===== config.mk =====
export PLATFORM = sky130hd
export DESIGN_NAME = soc_arbiter_ahb3_flat
export DESIGN_NICKNAME = d
export VERILOG_FILES = /design/src/rtl/soc_arbiter_ahb3_if.sv /design/src/rtl/soc_arbiter_ahb3.sv /design/src/flat_wrapper.sv
export SDC_FILE = /design/constraint.sdc
export NUM_CORES = 1
export LEC_CHECK = 0
export CORE_AREA = 2 2 121 123
export CTS_CLUSTER_DIAMETER = 200
export CTS_CLUSTER_SIZE = 24
export DETAILED_ROUTE_END_ITERATION = 10
export DIE_AREA = 0 0 123 125
export PLACE_DENSITY = 0.66
export SYNTH_ARGS = -nofsm -noshare
export SYNTH_HDL_FRONTEND = slang
export SYNTH_SLANG_ARGS = --single-unit

===== constraint.sdc =====
create_clock -name clk_i -period 4 [get_ports clk_i]
set_input_delay 1.2 -clock clk_i [delete_from_list [all_inputs] [get_ports clk_i]]
set_output_delay 1.2 -clock clk_i [all_outputs]
set_load 0.02 [all_outputs]

===== src/rtl/soc_arbiter_ahb3_if.sv =====
// Bus bundle for the N-master to 1-slave AHB3-Lite arbiter.
// slave: the arbiter's view; master: the environment (masters plus shared slave) driving it.
interface soc_arbiter_ahb3_if #(
  parameter int unsigned MASTERS = 2,
  parameter int unsigned XLEN    = 32,
  parameter int unsigned PLEN    = 32
);
  localparam int unsigned SW = XLEN >> 3;

  logic [MASTERS-1:0]           m_hsel_i;
  logic [MASTERS-1:0][PLEN-1:0] m_haddr_i;
  logic [MASTERS-1:0][XLEN-1:0] m_hwdata_i;
  logic [MASTERS-1:0]           m_hwrite_i;
  logic [MASTERS-1:0][2:0]      m_hsize_i;
  logic [MASTERS-1:0][2:0]      m_hburst_i;
  logic [MASTERS-1:0][SW-1:0]   m_hprot_i;
  logic [MASTERS-1:0][1:0]      m_htrans_i;
  logic [MASTERS-1:0]           m_hmastlock_i;
  logic [XLEN-1:0]              m_hrdata_o;
  logic [MASTERS-1:0]           m_hready_o;
  logic [MASTERS-1:0]           m_hresp_o;

  logic                         s_hsel_o;
  logic [PLEN-1:0]              s_haddr_o;
  logic [XLEN-1:0]              s_hwdata_o;
  logic                         s_hwrite_o;
  logic [2:0]                   s_hsize_o;
  logic [2:0]                   s_hburst_o;
  logic [SW-1:0]                s_hprot_o;
  logic [1:0]                   s_htrans_o;
  logic                         s_hmastlock_o;
  logic [XLEN-1:0]              s_hrdata_i;
  logic                         s_hready_i;
  logic                         s_hresp_i;

  modport slave (
    input  m_hsel_i, m_haddr_i, m_hwdata_i, m_hwrite_i, m_hsize_i, m_hburst_i, m_hprot_i,
           m_htrans_i, m_hmastlock_i, s_hrdata_i, s_hready_i, s_hresp_i,
    output m_hrdata_o, m_hready_o, m_hresp_o, s_hsel_o, s_haddr_o, s_hwdata_o, s_hwrite_o,
           s_hsize_o, s_hburst_o, s_hprot_o, s_htrans_o, s_hmastlock_o
  );

  modport master (
    output m_hsel_i, m_haddr_i, m_hwdata_i, m_hwrite_i, m_hsize_i, m_hburst_i, m_hprot_i,
           m_htrans_i, m_hmastlock_i, s_hrdata_i, s_hready_i, s_hresp_i,
    input  m_hrdata_o, m_hready_o, m_hresp_o, s_hsel_o, s_haddr_o, s_hwdata_o, s_hwrite_o,
           s_hsize_o, s_hburst_o, s_hprot_o, s_htrans_o, s_hmastlock_o
  );
endinterface


===== src/rtl/soc_arbiter_ahb3.sv =====
// N-master to 1-slave AHB3-Lite arbiter: round-robin grant at burst boundaries,
// separate address/data-phase ownership for HWDATA and HRESP routing.
module soc_arbiter_ahb3 #(
  parameter int unsigned MASTERS = 2,
  parameter int unsigned XLEN    = 32,
  parameter int unsigned PLEN    = 32
) (
  input  logic                 clk_i,
  input  logic                 rst_i,
  soc_arbiter_ahb3_if.slave    ahb
);
  localparam int unsigned MW = (MASTERS > 1) ? $clog2(MASTERS) : 1;

  localparam logic [1:0] HtransIdle   = 2'b00;
  localparam logic [1:0] HtransBusy   = 2'b01;
  localparam logic [1:0] HtransNonseq = 2'b10;
  localparam logic [1:0] HtransSeq    = 2'b11;

  logic [MW-1:0]      r_addr_owner;
  logic [MW-1:0]      r_data_owner;
  logic               r_data_valid;
  logic [3:0]         r_beats_left;

  logic [MASTERS-1:0] w_req;
  logic               w_own_busy;
  logic               w_own_active;
  logic [1:0]         w_own_trans;
  logic [2:0]         w_own_burst;
  logic               w_hold;
  logic [3:0]         w_beats_d;
  logic [MW-1:0]      w_next_owner;
  logic               w_found;

  always_comb begin
    w_req = '0;
    for (int unsigned i = 0; i < MASTERS; i++) begin
      w_req[i] = ahb.m_hsel_i[i] & ahb.m_htrans_i[i][1];
    end
  end

  // BUSY keeps the owner's slot on the bus even though it is not a request.
  always_comb begin
    w_own_busy   = ahb.m_hsel_i[r_addr_owner] & (ahb.m_htrans_i[r_addr_owner] == HtransBusy);
    w_own_active = w_req[r_addr_owner] | w_own_busy;
    w_own_trans  = w_own_active ? ahb.m_htrans_i[r_addr_owner] : HtransIdle;
    w_own_burst  = ahb.m_hburst_i[r_addr_owner];
  end

  always_comb begin
    ahb.s_haddr_o     = ahb.m_haddr_i[r_addr_owner];
    ahb.s_hwrite_o    = ahb.m_hwrite_i[r_addr_owner];
    ahb.s_hsize_o     = ahb.m_hsize_i[r_addr_owner];
    ahb.s_hburst_o    = ahb.m_hburst_i[r_addr_owner];
    ahb.s_hprot_o     = ahb.m_hprot_i[r_addr_owner];
    ahb.s_hsel_o      = ~rst_i & w_own_active;
    ahb.s_htrans_o    = rst_i ? HtransIdle : w_own_trans;
    ahb.s_hmastlock_o = ~rst_i & ahb.m_hmastlock_i[r_addr_owner];
    ahb.s_hwdata_o    = ahb.m_hwdata_i[r_data_owner];
    ahb.m_hrdata_o    = ahb.s_hrdata_i;
  end

  always_comb begin
    ahb.m_hready_o = '1;
    ahb.m_hresp_o  = '0;
    if (!rst_i) begin
      for (int unsigned i = 0; i < MASTERS; i++) begin
        if ((r_addr_owner == MW'(i)) || (r_data_valid && (r_data_owner == MW'(i)))) begin
          ahb.m_hready_o[i] = ahb.s_hready_i;
        end else begin
          ahb.m_hready_o[i] = ~w_req[i];
        end
        ahb.m_hresp_o[i] = ahb.s_hresp_i & r_data_valid & (r_data_owner == MW'(i));
      end
    end
  end

  // Burst tracking: a fixed-length burst, an INCR burst, BUSY or a lock keeps the grant.
  always_comb begin
    w_beats_d = r_beats_left;
    w_hold    = ahb.m_hmastlock_i[r_addr_owner];
    case (w_own_trans)
      HtransNonseq: begin
        case (w_own_burst)
          3'b010, 3'b011: w_beats_d = 4'd3;
          3'b100, 3'b101: w_beats_d = 4'd7;
          3'b110, 3'b111: w_beats_d = 4'd15;
          default:        w_beats_d = 4'd0;
        endcase
        if (w_own_burst != 3'b000) w_hold = 1'b1;
      end
      HtransSeq: begin
        if (r_beats_left == 4'd1) begin
          w_beats_d = 4'd0;
        end else begin
          if (r_beats_left != 4'd0) w_beats_d = r_beats_left - 4'd1;
          w_hold = 1'b1;
        end
      end
      HtransBusy: w_hold = 1'b1;
      default:    w_beats_d = 4'd0;
    endcase
  end

  // Scan starts just after the current owner, so the owner has lowest priority.
  always_comb begin
    w_next_owner = r_addr_owner;
    w_found      = 1'b0;
    for (int unsigned j = 1; j <= MASTERS; j++) begin
      if (!w_found && w_req[(32'(r_addr_owner) + j) % MASTERS]) begin
        w_next_owner = MW'((32'(r_addr_owner) + j) % MASTERS);
        w_found      = 1'b1;
      end
    end
  end

  always_ff @(posedge clk_i) begin
    if (rst_i) begin
      r_addr_owner <= '0;
      r_data_owner <= '0;
      r_data_valid <= 1'b0;
      r_beats_left <= 4'd0;
    end else if (ahb.s_hready_i) begin
      r_data_owner <= r_addr_owner;
      r_data_valid <= w_own_trans[1];
      r_beats_left <= w_beats_d;
      if (!w_hold) r_addr_owner <= w_next_owner;
    end
  end
endmodule

===== src/flat_wrapper.sv =====
// flat-port wrapper written by rule: the top's interface ports become plain ports
module soc_arbiter_ahb3_flat 
#(
  parameter int unsigned MASTERS = 2,
  parameter int unsigned XLEN    = 32,
  parameter int unsigned PLEN    = 32
)
  (clk_i, rst_i, ahb_m_hsel_i, ahb_m_haddr_i, ahb_m_hwdata_i, ahb_m_hwrite_i, ahb_m_hsize_i, ahb_m_hburst_i, ahb_m_hprot_i, ahb_m_htrans_i, ahb_m_hmastlock_i, ahb_s_hrdata_i, ahb_s_hready_i, ahb_s_hresp_i, ahb_m_hrdata_o, ahb_m_hready_o, ahb_m_hresp_o, ahb_s_hsel_o, ahb_s_haddr_o, ahb_s_hwdata_o, ahb_s_hwrite_o, ahb_s_hsize_o, ahb_s_hburst_o, ahb_s_hprot_o, ahb_s_htrans_o, ahb_s_hmastlock_o);
  soc_arbiter_ahb3_if #(.MASTERS(MASTERS), .XLEN(XLEN), .PLEN(PLEN)) ahb_i ();
  input  logic clk_i;
  input  logic rst_i;
  input wire logic [$bits(ahb_i.m_hsel_i)-1:0] ahb_m_hsel_i;
  input wire logic [$bits(ahb_i.m_haddr_i)-1:0] ahb_m_haddr_i;
  input wire logic [$bits(ahb_i.m_hwdata_i)-1:0] ahb_m_hwdata_i;
  input wire logic [$bits(ahb_i.m_hwrite_i)-1:0] ahb_m_hwrite_i;
  input wire logic [$bits(ahb_i.m_hsize_i)-1:0] ahb_m_hsize_i;
  input wire logic [$bits(ahb_i.m_hburst_i)-1:0] ahb_m_hburst_i;
  input wire logic [$bits(ahb_i.m_hprot_i)-1:0] ahb_m_hprot_i;
  input wire logic [$bits(ahb_i.m_htrans_i)-1:0] ahb_m_htrans_i;
  input wire logic [$bits(ahb_i.m_hmastlock_i)-1:0] ahb_m_hmastlock_i;
  input wire logic [$bits(ahb_i.s_hrdata_i)-1:0] ahb_s_hrdata_i;
  input wire logic [$bits(ahb_i.s_hready_i)-1:0] ahb_s_hready_i;
  input wire logic [$bits(ahb_i.s_hresp_i)-1:0] ahb_s_hresp_i;
  output wire logic [$bits(ahb_i.m_hrdata_o)-1:0] ahb_m_hrdata_o;
  output wire logic [$bits(ahb_i.m_hready_o)-1:0] ahb_m_hready_o;
  output wire logic [$bits(ahb_i.m_hresp_o)-1:0] ahb_m_hresp_o;
  output wire logic [$bits(ahb_i.s_hsel_o)-1:0] ahb_s_hsel_o;
  output wire logic [$bits(ahb_i.s_haddr_o)-1:0] ahb_s_haddr_o;
  output wire logic [$bits(ahb_i.s_hwdata_o)-1:0] ahb_s_hwdata_o;
  output wire logic [$bits(ahb_i.s_hwrite_o)-1:0] ahb_s_hwrite_o;
  output wire logic [$bits(ahb_i.s_hsize_o)-1:0] ahb_s_hsize_o;
  output wire logic [$bits(ahb_i.s_hburst_o)-1:0] ahb_s_hburst_o;
  output wire logic [$bits(ahb_i.s_hprot_o)-1:0] ahb_s_hprot_o;
  output wire logic [$bits(ahb_i.s_htrans_o)-1:0] ahb_s_htrans_o;
  output wire logic [$bits(ahb_i.s_hmastlock_o)-1:0] ahb_s_hmastlock_o;
  assign ahb_i.m_hsel_i = ahb_m_hsel_i;
  assign ahb_i.m_haddr_i = ahb_m_haddr_i;
  assign ahb_i.m_hwdata_i = ahb_m_hwdata_i;
  assign ahb_i.m_hwrite_i = ahb_m_hwrite_i;
  assign ahb_i.m_hsize_i = ahb_m_hsize_i;
  assign ahb_i.m_hburst_i = ahb_m_hburst_i;
  assign ahb_i.m_hprot_i = ahb_m_hprot_i;
  assign ahb_i.m_htrans_i = ahb_m_htrans_i;
  assign ahb_i.m_hmastlock_i = ahb_m_hmastlock_i;
  assign ahb_i.s_hrdata_i = ahb_s_hrdata_i;
  assign ahb_i.s_hready_i = ahb_s_hready_i;
  assign ahb_i.s_hresp_i = ahb_s_hresp_i;
  assign ahb_m_hrdata_o = ahb_i.m_hrdata_o;
  assign ahb_m_hready_o = ahb_i.m_hready_o;
  assign ahb_m_hresp_o = ahb_i.m_hresp_o;
  assign ahb_s_hsel_o = ahb_i.s_hsel_o;
  assign ahb_s_haddr_o = ahb_i.s_haddr_o;
  assign ahb_s_hwdata_o = ahb_i.s_hwdata_o;
  assign ahb_s_hwrite_o = ahb_i.s_hwrite_o;
  assign ahb_s_hsize_o = ahb_i.s_hsize_o;
  assign ahb_s_hburst_o = ahb_i.s_hburst_o;
  assign ahb_s_hprot_o = ahb_i.s_hprot_o;
  assign ahb_s_htrans_o = ahb_i.s_htrans_o;
  assign ahb_s_hmastlock_o = ahb_i.s_hmastlock_o;
  soc_arbiter_ahb3 #(.MASTERS(MASTERS), .XLEN(XLEN), .PLEN(PLEN)) u_core (.clk_i(clk_i), .rst_i(rst_i), .ahb(ahb_i));
endmodule

==> impl_metrics.toml <==
[run_status]
status = "complete, no violations"

[timing]
slew_headroom_pct = 45.80
whs_ps = 539.9
fin_crit_ps = 3899
clock-skew-final_ps = 1.394
max_freq_ghz = 0.2565
finalSetupTns_ps = 0
tightest_slew_ps = 813.0
drv_slew = 0
rsz0062_at_grt = "no"
report.final.setup_viol = 0
hold_viol = 0
period_share_pct = 97.47

[clock_tree]
ctsResizeCount = 5
cts-htree-levels = 1
cts_tree = "built"
clkTransAtPathRegs_ps = 40
holdBufCountCts = 0
cts_root_buf = "clkbuf_16"
cts_buffers = 3
numClockSinks = 7
cts_setup_buffers = 0
clkLatencyLatePin_ps = 230
cts_buffer_depth = 2

[setup_path]
cp_cell_sequence = "clkdlybuf4s50_1, nor4bb_1, clkdlybuf4s50_1"
required_ps = 2800
path_buf_inv = 2
critPathMostFrequentCell = "clkdlybuf4s50_1"
cp-start-kind = "primary input"
r2r_cells = 5
cp_slowest_cell = "clkdlybuf4s50_1"
path_max_fanout = 6
max_stage_delay_ps = 650
crit_arrival_ps = 2700
worstSetupPathType = "primary input to primary output"
cp.depth = 3
r2r-end = "u_core.r_addr_owner"
r2r_slack_ps = 1650
critPathCapture = "ahb_m_hresp_o[0]"
crit_family = "buffers and inverters"
critical_path.startpoint = "rst_i"
reg2reg_from = "u_core.r_addr_owner"
end_kind = "primary output"

[die]
core_area_mm2 = 0.01420
die_h_um = 125
die_w_um = 123
num_io_pins = 309
die_area_mm2 = 0.01538
start_util_pct = 12.88
rows = 44

[power]
comb_power_share_pct = 64.2
intPower_uw = 494.9
powerDensity_mw_per_mm2 = 160.5
peakVddDrop_mv = 0.07654
power.total_uw = 705.6
sw_frac_of_total_pct = 29.86
p_clk_share_pct = 24.1
power_leakage_nw = 1.584
power_frac_seq_pct = 11.8
p_switching_uw = 210.7

[yosys]
ys_warn_count = 0
netlist_instances = 207
avgSynthCellArea_um2 = 8.837
seq_area_frac_synth_pct = 7.661
async_flop_share_pct = 0
syn_nets = 403
netlist_area_mm2 = 0.001829
synth_edf_count = 0
ys_types = 40
synth-seq-cells = 7
synthFlopType = "dfxtp_1"

[run]
maxCapViolCount = 0

[finish]
syn_to_final_growth_pct = 140.4
final_common_cell = "clkdlybuf4s50_1"
n_antenna_cell = 0
regArea_um2 = 141.4
final_cell_mix = "clkdlybuf4s50_1 (239), mux2_2 (76), buf_4 (14)"
final_nets = 622
fill_cells = 1514
multi_input_area_mm2 = 0.001363
drive_above_1_share_pct = 22.59

[detailed_routing]
drt_wl_total_um = 9056
viasPerCell = 3.962
ant_nets = 0
post-route-drc-count = 0
num_vias = 2413
wl_per_cell_um = 14.87
dr.first_iter.drc_count = 115
firstDrtPassIters = 4

[global_routing]
antenna_found_initial = 0
first_global_vias = 2495
grtUsageTotal_pct = 11.31
grt_max_degree = 38
grt-ovfl-total = 0
grt_pass1_wl_um = 13640

[placed_design]
numPortBuffers = 244
dp_hpwl_um = 7857
gp_congestion = 0.7984

[min_path]
hp-class = "register to register"
## state kept, by name, summed over array words and instances, names as in the netlist
register             cells
u_core.r_addr_owner      1
u_core.r_beats_left      4
u_core.r_data_valid      1
u_core.r_data_owner      1
## synthesized netlist by cell type, types with 3 or more instances
master    instances  share of area (%)
clkbuf_1          4               0.82
buf_2             6                1.6
mux2_2           76                 47
nand2_1           3               0.62
inv_1             6                1.2
mux2i_1           5                2.7
buf_4            32                 13
o211ai_1          4                1.6
o21ai_0           4                1.1
a21oi_1           9                2.5
a211oi_1          4                1.6
nor2_1           11                2.3
dfxtp_1           7                7.7
## worst min-delay path, cell delays in order (launching register included)
cell and delay (ps):
dfxtp_1 320, a21oi_1 110, a211oi_1 50
## metal layers
metal	track usage, %	share of wire [%]	routed length (µm)	vias to the layer above
met2	19.43	51	4610	91
met5	0	0	0	-
met3	2.783	6.0	544	14
met1	14.36	42	3793	1130
met4	2.005	1.2	108	0
li1	-	-	-	1178
## kinds of logic after synthesis
kind of cell / Yosys count / synth area share, %
buffers and inverters: 51 / 17.85
muxes: 81 / 49.52
AOI/OAI and AO/OA: 31 / 11.49
adders and majority gates: 2 / 1.368
and+or+nand+nor: 35 / 12.11
DFF: 7 / 7.660
## power groups by stage
stage	logic [mW]	clock network [mW]	registers (mW)
after floorplan	0.216	0	0.0788
after global placement	0.449	0	0.0839
after detailed placement	0.455	0	0.0839
after CTS	0.456	0.172	0.0831
after global routing	0.481	0.176	0.0842
final	0.453	0.170	0.0831
## through the flow
| stage | std cells | utilization (%) | worst slack, ps | instance area, µm² |
|---|---|---|---|---|
| after floorplan | 207 | - | 884.4 | 1829 |
| after global placement | 605 | 30.44 | -93.82 | 4324 |
| after detailed placement | 605 | 30.44 | -54.12 | 4324 |
| after CTS | 609 | 30.95 | 95.33 | 4397 |
| after global routing | 609 | 30.95 | 5.420 | 4397 |
| final | 609 | 30.95 | 101.4 | 4397 |
## layout make-up
type / instances / area share, %
clock buffers: 4 / 1.793
multi-input cells: 149 / 30.99
well taps: 184 / 5.236
inverters: 6 / 0.5122
repair buffers: 259 / 58.25
flip-flops and latches: 7 / 3.216
## how the worst min path moves through the flow
stage | from | endpoint | slack (ps) | cells past startpoint
2_1_floorplan | u_core.r_beats_left[2] | u_core.r_beats_left[2] | 490 | 2
4_1_cts | u_core.r_beats_left[1] | u_core.r_beats_left[1] | 540 | 2
6_report | u_core.r_beats_left[1] | u_core.r_beats_left[1] | 540 | 2
3_5_place_dp | u_core.r_beats_left[1] | u_core.r_beats_left[1] | 540 | 2
3_3_place_gp | u_core.r_beats_left[1] | u_core.r_beats_left[1] | 520 | 2
5_1_grt | u_core.r_beats_left[1] | u_core.r_beats_left[1] | 560 | 2
Power figures use the tool's default switching activity.
